**config.mk**
```make
export PLATFORM = sky130hd
export DESIGN_NAME = dff_bit_packer
export DESIGN_NICKNAME = d
export VERILOG_FILES = /design/src/rtl/dff_pkg.sv /design/src/rtl/dff_bit_packer.sv
export SDC_FILE = /design/constraint.sdc
export NUM_CORES = 1
export LEC_CHECK = 0
export CAP_MARGIN = 20
export CORE_MARGIN = 3
export CORE_UTILIZATION = 54
export DETAILED_ROUTE_END_ITERATION = 12
export GPL_TIMING_DRIVEN = 0
export MAX_ROUTING_LAYER = met4
export PLACE_DENSITY_LB_ADDON = 0.15
export SLEW_MARGIN = 0
export SYNTH_ARGS = -nofsm -noshare
export SYNTH_HDL_FRONTEND = slang
export SYNTH_SLANG_ARGS = --single-unit
```
**constraint.sdc**
```tcl
create_clock -name clk -period 4.55 [get_ports clk]
set_clock_uncertainty 0.15 [all_clocks]
set_input_delay 0.455 -clock clk [delete_from_list [all_inputs] [get_ports clk]]
set_output_delay 0.455 -clock clk [all_outputs]
set_load 0.05 [all_outputs]
```
**src/rtl/dff_pkg.sv**
```systemverilog
// Shared types and helpers for the serial-to-parallel bit packer.
//   packer_state_t : two-state packer FSM encoding
//   cnt_width()    : width of a counter that must hold 0..width inclusive
package dff_pkg;

    typedef enum logic {
        FILL = 1'b0,
        FULL = 1'b1
    } packer_state_t;

    function automatic int cnt_width(input int width);
        return $clog2(width + 1);
    endfunction

endpackage

```
**src/rtl/dff_bit_packer.sv**
```systemverilog
// Packs the registered serial bit stream from the DFF stage into WIDTH-bit
// words and presents them on a valid/ready port. The shift register doubles
// as a spare word slot, so the serial side can complete one more word while
// the output stalls. Bits that arrive while both slots are occupied are
// dropped, and the sticky ovf flag is raised.
//
// Ports
//   clk      : clock, rising edge
//   rst      : asynchronous active-high reset
//   bit_in   : serial data bit
//   bit_vld  : bit_in is consumed on this cycle
//   m_data   : packed output word
//   m_valid  : m_data holds a word
//   m_ready  : consumer accepts m_data when m_valid && m_ready
//   ovf      : sticky flag, at least one bit was dropped
//   ovf_clr  : synchronous clear of ovf (a same-cycle drop wins)
//   fill_cnt : bits currently held in the shift register (0..WIDTH)
//
// State | Meaning
// ------+---------------------------------------------------------------
// FILL  | shift register accepting bits, fill_cnt in 0..WIDTH-1
// FULL  | shift register holds a complete word waiting for the output slot
module dff_bit_packer
    import dff_pkg::*;
#(
    parameter int  WIDTH     = 8,
    parameter bit  MSB_FIRST = 1'b1,
    localparam int CNT_W     = cnt_width(WIDTH)
) (
    input  logic             clk,
    input  logic             rst,
    input  logic             bit_in,
    input  logic             bit_vld,
    output logic [WIDTH-1:0] m_data,
    output logic             m_valid,
    input  logic             m_ready,
    output logic             ovf,
    input  logic             ovf_clr,
    output logic [CNT_W-1:0] fill_cnt
);

    packer_state_t    state_q, state_n;
    logic [WIDTH-1:0] shift_q, shift_n;
    logic [CNT_W-1:0] cnt_q, cnt_n;
    logic [WIDTH-1:0] data_q, data_n;
    logic             valid_q, valid_n;
    logic             ovf_q, ovf_n;

    logic [WIDTH-1:0] shifted;
    logic             handshake;
    logic             slot_free;
    logic             last_bit;

    if (MSB_FIRST) begin : g_msb_first
        assign shifted = {shift_q[WIDTH-2:0], bit_in};
    end else begin : g_lsb_first
        assign shifted = {bit_in, shift_q[WIDTH-1:1]};
    end

    assign handshake = valid_q && m_ready;
    assign slot_free = !valid_q || m_ready;
    assign last_bit  = (cnt_q == CNT_W'(WIDTH - 1));

    always_comb begin
        state_n = state_q;
        shift_n = shift_q;
        cnt_n   = cnt_q;
        data_n  = data_q;
        valid_n = valid_q;
        ovf_n   = ovf_q && !ovf_clr;

        // A handshake empties the output slot unless a new word is loaded below.
        if (handshake) begin
            valid_n = 1'b0;
        end

        case (state_q)
            FILL: begin
                if (bit_vld) begin
                    shift_n = shifted;
                    if (last_bit) begin
                        if (slot_free) begin
                            data_n  = shifted;
                            valid_n = 1'b1;
                            cnt_n   = '0;
                        end else begin
                            // Completed word parks in the shift register.
                            cnt_n   = CNT_W'(WIDTH);
                            state_n = FULL;
                        end
                    end else begin
                        cnt_n = cnt_q + CNT_W'(1);
                    end
                end
            end
            FULL: begin
                // Even on the handshake cycle the shift register is still
                // occupied, so an incoming bit is dropped.
                if (bit_vld) begin
                    ovf_n = 1'b1;
                end
                if (handshake) begin
                    data_n  = shift_q;
                    valid_n = 1'b1;
                    cnt_n   = '0;
                    state_n = FILL;
                end
            end
            default: state_n = FILL;
        endcase
    end

    always_ff @(posedge clk or posedge rst) begin
        if (rst) begin
            state_q <= FILL;
            shift_q <= '0;
            cnt_q   <= '0;
            data_q  <= '0;
            valid_q <= 1'b0;
            ovf_q   <= 1'b0;
        end else begin
            state_q <= state_n;
            shift_q <= shift_n;
            cnt_q   <= cnt_n;
            data_q  <= data_n;
            valid_q <= valid_n;
            ovf_q   <= ovf_n;
        end
    end

    assign m_data   = data_q;
    assign m_valid  = valid_q;
    assign ovf      = ovf_q;
    assign fill_cnt = cnt_q;

endmodule

```
==> out/qor.yml, run 1 <==
clock_network:
  hold_buffers: 0
  htreeDepth: 1
  postCtsSetupRepairBufs: 0
  clk_pin_slew_ns: 0.12
  cts.sinks: 23
  cts_tree: "done"
  cts_buffer_depth: 2
  clock-root-buffer: "clkbuf_4"
  cts_buffers: 3
  clk-insertion-delay-late_ns: 0.30
  ctsResizeCount: 0
worst_setup_path:
  end_kind: "primary output"
  worst_setup_path_start_kind: "flop"
  cp.arrival_ns: 1.60
  cp.required_ns: 3.94
  cpMaxStageDelayCell: "clkdlybuf4s50_1"
  critPathTopFamily: "buffers and inverters"
  critPathMaxStageDelay_ns: 0.85
  worst-path-buf-inv: 1
  crit_fanout: 5
  crit_chain: "clkdlybuf4s50_1"
  critPathKind: "flop to primary output"
logic_synthesis:
  synthCells: 99
  synth_area_sq_um: 1080
  synth_xor_area_frac: 0.00808
  ys_seq_area_frac: 0.531
  synth-seq-cells: 23
  synth-simple-area-share: 0.186
  synth.top_cell.area_share: 0.531
  synth.area.top_cells: "dfrtp_1, mux2_2, nand2_1, nand3_1, a31oi_4"
  synth_top_family_by_area: "simple AND/OR/NAND/NOR gates"
  synth_compound_area_frac: 0.0531
  synth_warnings: 0
  syn_nets: 106
  synthMuxAreaShare: 0.176
  yosysUniqueCellTypes: 23
  synthAdderAreaFrac: 0.0115
  yosys.area.top_type: "dfrtp_1"
  syn_avg_cell_area_sq_um: 10.9
pwr:
  pwr-share-clk: 0.097
  p_int_uw: 511
  p_total_uw: 927
  switching_power_uw: 417
  p_seq_frac: 0.371
  p_sw_frac: 0.449
  vdd_drop_max_mv: 0.456
  p_leak_nw: 0.642
  power_per_cell_area_nw_per_um2: 697
  power_frac_comb: 0.532
min_path:
  hp-class: "flop to flop"
finish:
  multi_input_area_sq_um: 470
  areaGrowthSynthToFinish_pct: 22.9
  ff_latch_area_sq_um: 576
  nFillCells: 131
  fin_util: 0.739
  drive_above_1_share: 0.221
  final_nets: 130
  diodes: 0
  postLayoutCellArea_sq_um: 1330
global_routing:
  antenna_found_initial: 0
  grt_usage: 0.193
  grt_max_degree: 24
  grt_pass1_wl_microns: 3620
  grt_pass1_vias: 830
  gr-total-overflow: 0
floorplanning:
  dieArea_sq_um: 2580
  die_height_microns: 50.8
  dieWidth_microns: 50.8
  pin_count: 20
  rows: 15
  coreArea_sq_um: 1800
  initial_utilization: 0.601
run_status:
  status: "finished, final reports clean"
drt:
  routedWlPerCell_microns: 14.2
  ant_nets: 0
  viasPerCell: 5.31
  num_vias: 781
  drc: 0
  drt_iter0_drc: 15
  dr.pass1.iters: 4
  drt_wl_total_microns: 2080
placement:
  detailed_place.area_sq_um: 1310
  io_buffers: 19
  dpl.hpwl_microns: 1500
  gp_congestion: 0.880
timing:
  max_freq_mhz: 454
  fin_crit_ns: 2.20
  period_share: 0.484
  tns_ns: 0
  timing.final.hold_violations: 0
  setup_viol: 0
  tightestPinTransition_ns: 0.872
  slew_viol_final: 0
  slew-limit-headroom: 0.418
  hold-worst-slack_ns: 0.344
  rsz0062_at_grt: "false"
run:
  maxCapViolations: 0
[cell type report]
type                       count  share of cell area
tap                           25              0.0235
inverter                       3             0.00846
sequential                    23               0.432
clock buffer                   4              0.0197
buffer                         4              0.0197
timing repair buffer          19               0.143
multi-input combinational     69               0.353
[power groups by stage]
stage	Clock, mW	Sequential (mW)	Combinational [mW]
5_1_grt	0.104	0.356	0.526
4_1_cts	0.0938	0.343	0.500
2_1_floorplan	0	0.502	0.188
6_report	0.0898	0.344	0.494
3_5_place_dp	0	0.347	0.498
3_3_place_gp	0	0.340	0.486
[synthesized netlist by cell type, drive strengths merged]
cell and count:
a21oi 1, a31oi 2, and3 1, and3b 2, buf 4, dfrtp 23
ha 1, inv 3, mux2 16, mux2i 1, nand2 29, nand2b 2
nand3 5, nand3b 1, nor2 1, nor2b 1, nor4b 1, o211ai 1
o21ai 2, o31ai 1, xor2 1
[logic make-up after synthesis]
group	Yosys count
AND/OR/NAND/NOR	43
flip-flops	23
multiplexers	17
AO/OA/AOI/OAI	7
buffers and inverters	7
XOR/XNOR	1
adder cells (fa/ha/maj)	1
[layout by cell type (no fill, tap or decap), drive strengths merged, types with 2 or more instances in the layout]
| master | synthesis | final |
|---|---|---|
| o21ai | 2 | 2 |
| dfrtp | 23 | 23 |
| inv | 3 | 3 |
| a31oi | 2 | 2 |
| mux2 | 16 | 16 |
| clkbuf | 0 | 4 |
| buf | 4 | 4 |
| clkdlybuf4s50 | 0 | 19 |
| nand2b | 2 | 2 |
| and3b | 2 | 2 |
| nand2 | 29 | 29 |
| nand3 | 5 | 5 |
[path summary, 6_finish.rpt]
check,start,to,slack (ns),depth (start not counted)
min in group asynchronous,rst,m_data[5],0.47,2
worst max-delay path,fill_cnt[0],fill_cnt[0],2.35,1
worst max register to register,fill_cnt[0],m_data[3],2.60,4
worst min-delay path,shift_q[7],shift_q[7],0.34,2
worst min register to register,shift_q[7],shift_q[7],0.34,2
max in group asynchronous,rst,shift_q[0],3.24,2
[registers in the layout (all words and copies together), names as in the netlist]
| register | count |
|---|---|
| state_q | 1 |
| m_data | 8 |
| m_valid | 1 |
| fill_cnt | 4 |
| ovf | 1 |
| shift_q | 8 |
[stage by stage]
stage | cells | setup WS, ns
2_1_floorplan | 99 | 2.52
3_3_place_gp | 143 | 2.38
3_5_place_dp | 143 | 2.33
4_1_cts | 147 | 2.34
5_1_grt | 147 | 2.28
6_report | 147 | 2.35
[metal layers]
metal	GRT usage	up-vias	share of wire
li1	-	383	-
met1	0.228	382	0.46
met2	0.328	14	0.51
met3	0.0297	2	0.033
met4	0.0807	0	0.0038
met5	-	-	0
Note: power is estimated with default switching activity, not from simulation.
==> inputs of run 2 (changes only) <==
--- a/config.mk
+++ b/config.mk
@@ -7,7 +7,7 @@
 export LEC_CHECK = 0
 export CAP_MARGIN = 20
 export CORE_MARGIN = 3
-export CORE_UTILIZATION = 54
+export CORE_UTILIZATION = 45
 export DETAILED_ROUTE_END_ITERATION = 12
 export GPL_TIMING_DRIVEN = 0
 export MAX_ROUTING_LAYER = met4
==> constraint.sdc (replaced) <==
create_clock -name clk -period 1.8 [get_ports clk]
set_clock_uncertainty 0.15 [all_clocks]
set_input_delay 0.18 -clock clk [delete_from_list [all_inputs] [get_ports clk]]
set_output_delay 0.18 -clock clk [all_outputs]
set_load 0.05 [all_outputs]
==> out/qor.yml, run 2 (synthesis results as in run 1) <==
floorplanning:
  dieWidth_microns: 55.1  # was 50.8 microns
  die_height_microns: 55.1  # was 50.8 microns
  dieArea_sq_um: 3030  # was 2580 sq um
  pin_count: 20  # unchanged
  rows: 17  # was 15
  coreArea_sq_um: 2250  # was 1800 sq um
  initial_utilization: 0.481  # was 0.601
clock_network:
  clk_pin_slew_ns: 0.14  # was 0.12 ns
  cts_buffers: 3  # unchanged
  cts.sinks: 23  # unchanged
  cts_tree: "done"  # unchanged
  clock-root-buffer: "clkbuf_4"  # unchanged
  hold_buffers: 0  # unchanged
  cts_buffer_depth: 2  # unchanged
  htreeDepth: 1  # unchanged
  clk-insertion-delay-late_ns: 0.32  # was 0.30 ns
placement:
  gp_congestion: 0.839  # was 0.880
  io_buffers: 19  # unchanged
  placed_cells: 146  # was 143
  dpl_worst_slack_ns: -0.121  # was 2.33 ns
  dpl.hpwl_microns: 1480  # was 1500 microns
timing:
  hold-worst-slack_ns: 0.171  # was 0.344 ns
  tns_ns: 0  # unchanged
  slew_viol_final: 0  # unchanged
  period_share: 0.979
  timing.final.hold_violations: 0  # unchanged
  setup_viol: 0  # unchanged
  fin_crit_ns: 1.76
  slew-limit-headroom: 0.425  # was 0.418
  tightestPinTransition_ns: 0.862  # was 0.872 ns
  setup_slack_ns: 0.0384  # was 2.35 ns
  max_freq_mhz: 568
  rsz0062_at_grt: "true"  # was false
finish:
  diodes: 0  # unchanged
  mostFrequentLayoutCell: "nand2_1"  # unchanged
  ff_latch_area_sq_um: 578  # was 576 sq um
  areaGrowthSynthToFinish_pct: 30.5  # was 22.9%
  drive_above_1_share: 0.289  # was 0.221
  instances_no_fill: 156  # was 147
  final_nets: 136  # was 130
  final_cell_mix: "nand2_1, dfrtp_1, dlygate4sd2_1, mux2_2, mux2_4"  # was nand2_1, dfrtp_1, clkdlybuf4s50_1, mux2_2, nand3_1
  multi_input_area_sq_um: 505  # was 470 sq um
  nFillCells: 209  # was 131
drt:
  ant_nets: 0  # unchanged
  num_vias: 802  # was 781
  routedWlPerCell_microns: 14.5  # was 14.2 microns
  drt_wl_total_microns: 2270  # was 2080 microns
  dr.pass1.iters: 4  # unchanged
  drc: 0  # unchanged
  viasPerCell: 5.14  # was 5.31
  drt_iter0_drc: 11  # was 15
global_routing:
  grt_pass1_wl_microns: 3530  # was 3620 microns
  gr-total-overflow: 0  # unchanged
  use_met2: 0.256  # was 0.328
  antenna_found_initial: 0  # unchanged
  grt_usage: 0.174  # was 0.193
  use_met3: 0.0349  # was 0.0297
  met1_usage: 0.224  # was 0.228
  grt_pass1_vias: 781  # was 830
  grt_max_degree: 24  # unchanged
  busiest_layer: "met2"  # unchanged
run_status:
  status: "finished, final reports clean"  # unchanged
worst_setup_path:
  cpMaxStageDelayCell: "dfrtp_2"  # was clkdlybuf4s50_1
  worst-path-buf-inv: 1  # unchanged
  cp.required_ns: 1.87  # was 3.94 ns
  critPathMaxStageDelay_ns: 0.46  # was 0.85 ns
  critPathKind: "flop to flop"  # was flop to primary output
  worst_setup_path_start_kind: "flop"  # unchanged
  cp.arrival_ns: 1.83  # was 1.60 ns
  end_kind: "flop"  # was primary output
  crit_fanout: 8  # was 5
  critPathTopFamily: "flip-flops"  # was buffers and inverters
  crit_chain: "ha_4, and3b_2, a31oi_4, buf_12, mux2_2"  # was clkdlybuf4s50_1
run:
  maxCapViolations: 0  # unchanged
min_path:
  hp-class: "input pin to async pin"  # was flop to flop
pwr:
  p_total_mw: 2.42  # was 927 uW
  p_leak_nw: 0.749  # was 0.642 nW
  p_int_mw: 1.31  # was 511 uW
  power_per_cell_area_nw_per_um2: 1710  # was 697 nW/um^2
  switching_power_mw: 1.11  # was 417 uW
  power_frac_comb: 0.538  # was 0.532
  pwr-share-clk: 0.100  # was 0.097
  p_seq_frac: 0.361  # was 0.371
  p_sw_frac: 0.457  # was 0.449
  vdd_drop_max_mv: 1.19  # was 0.456 mV
==> run 2: cell types whose count changed in the layout (fill, tap and decap cells not counted), sizes merged <==
cell	delta
clkbuf	-1
buf	+6
clkinv	+1
dlygate4sd2	+14
clkdlybuf4s50	-14
==> run 2: worst paths after layout <==
kind / start / endpoint / slack (ns) / cells after the start
max: fill_cnt[0] / m_data[1] / 0.04 / 5
max reg2reg: fill_cnt[0] / m_data[1] / 0.04 / 5
max in group asynchronous: rst / fill_cnt[1] / 0.75 / 2
min reg2reg: shift_q[7] / shift_q[7] / 0.34 / 2
min: rst / fill_cnt[3] / 0.17 / 2
min in group clk: bit_in / shift_q[0] / 0.26 / 3
==> run 2: metal layers <==
layer	share of wire	wire length, microns
met5	0	0
met4	0.028	63
met3	0.039	89
met2	0.45	1030
met1	0.48	1090
==> run 2: area by class of cell <==
class	count	share of cell area
multi-input cells	69	0.358
flip-flops and latches	23	0.409
inverters	3	0.00796
well taps	28	0.0248
clock inverters	1	0.00354
repair buffers	25	0.163
plain buffers	4	0.0186
clock buffers	3	0.0159
==> run 2: per-stage QoR <==
stage / area, sq um / utilization
6_report: 1410 / 0.627
3_5_place_dp: 1320 / 0.587
4_1_cts: 1410 / 0.624
5_1_grt: 1410 / 0.627
2_1_floorplan: 1100 / -
3_3_place_gp: 1320 / 0.587
==> run 2: worst reg2reg max path, stage by stage (launching register included) <==
cell and delay, ns:
dfrtp_2 0.46, ha_4 0.17, and3b_2 0.23, a31oi_4 0.17, buf_12 0.16, mux2_2 0.33
==> run 2: power by group through the flow <==
stage	clock network (mW)	registers, mW	logic [mW]
floorplan	0	1.28	0.484
global placement	0	0.877	1.24
detailed placement	0	0.896	1.27
CTS	0.254	0.873	1.31
global route	0.278	0.898	1.40
finish	0.243	0.874	1.30
==> run 2: what timing repair did <==
item	in CTS	in global routing
endpoints found under the setup margin	22	8
pin swaps	2	1
resized for setup	20	0
setup buffers	5	1
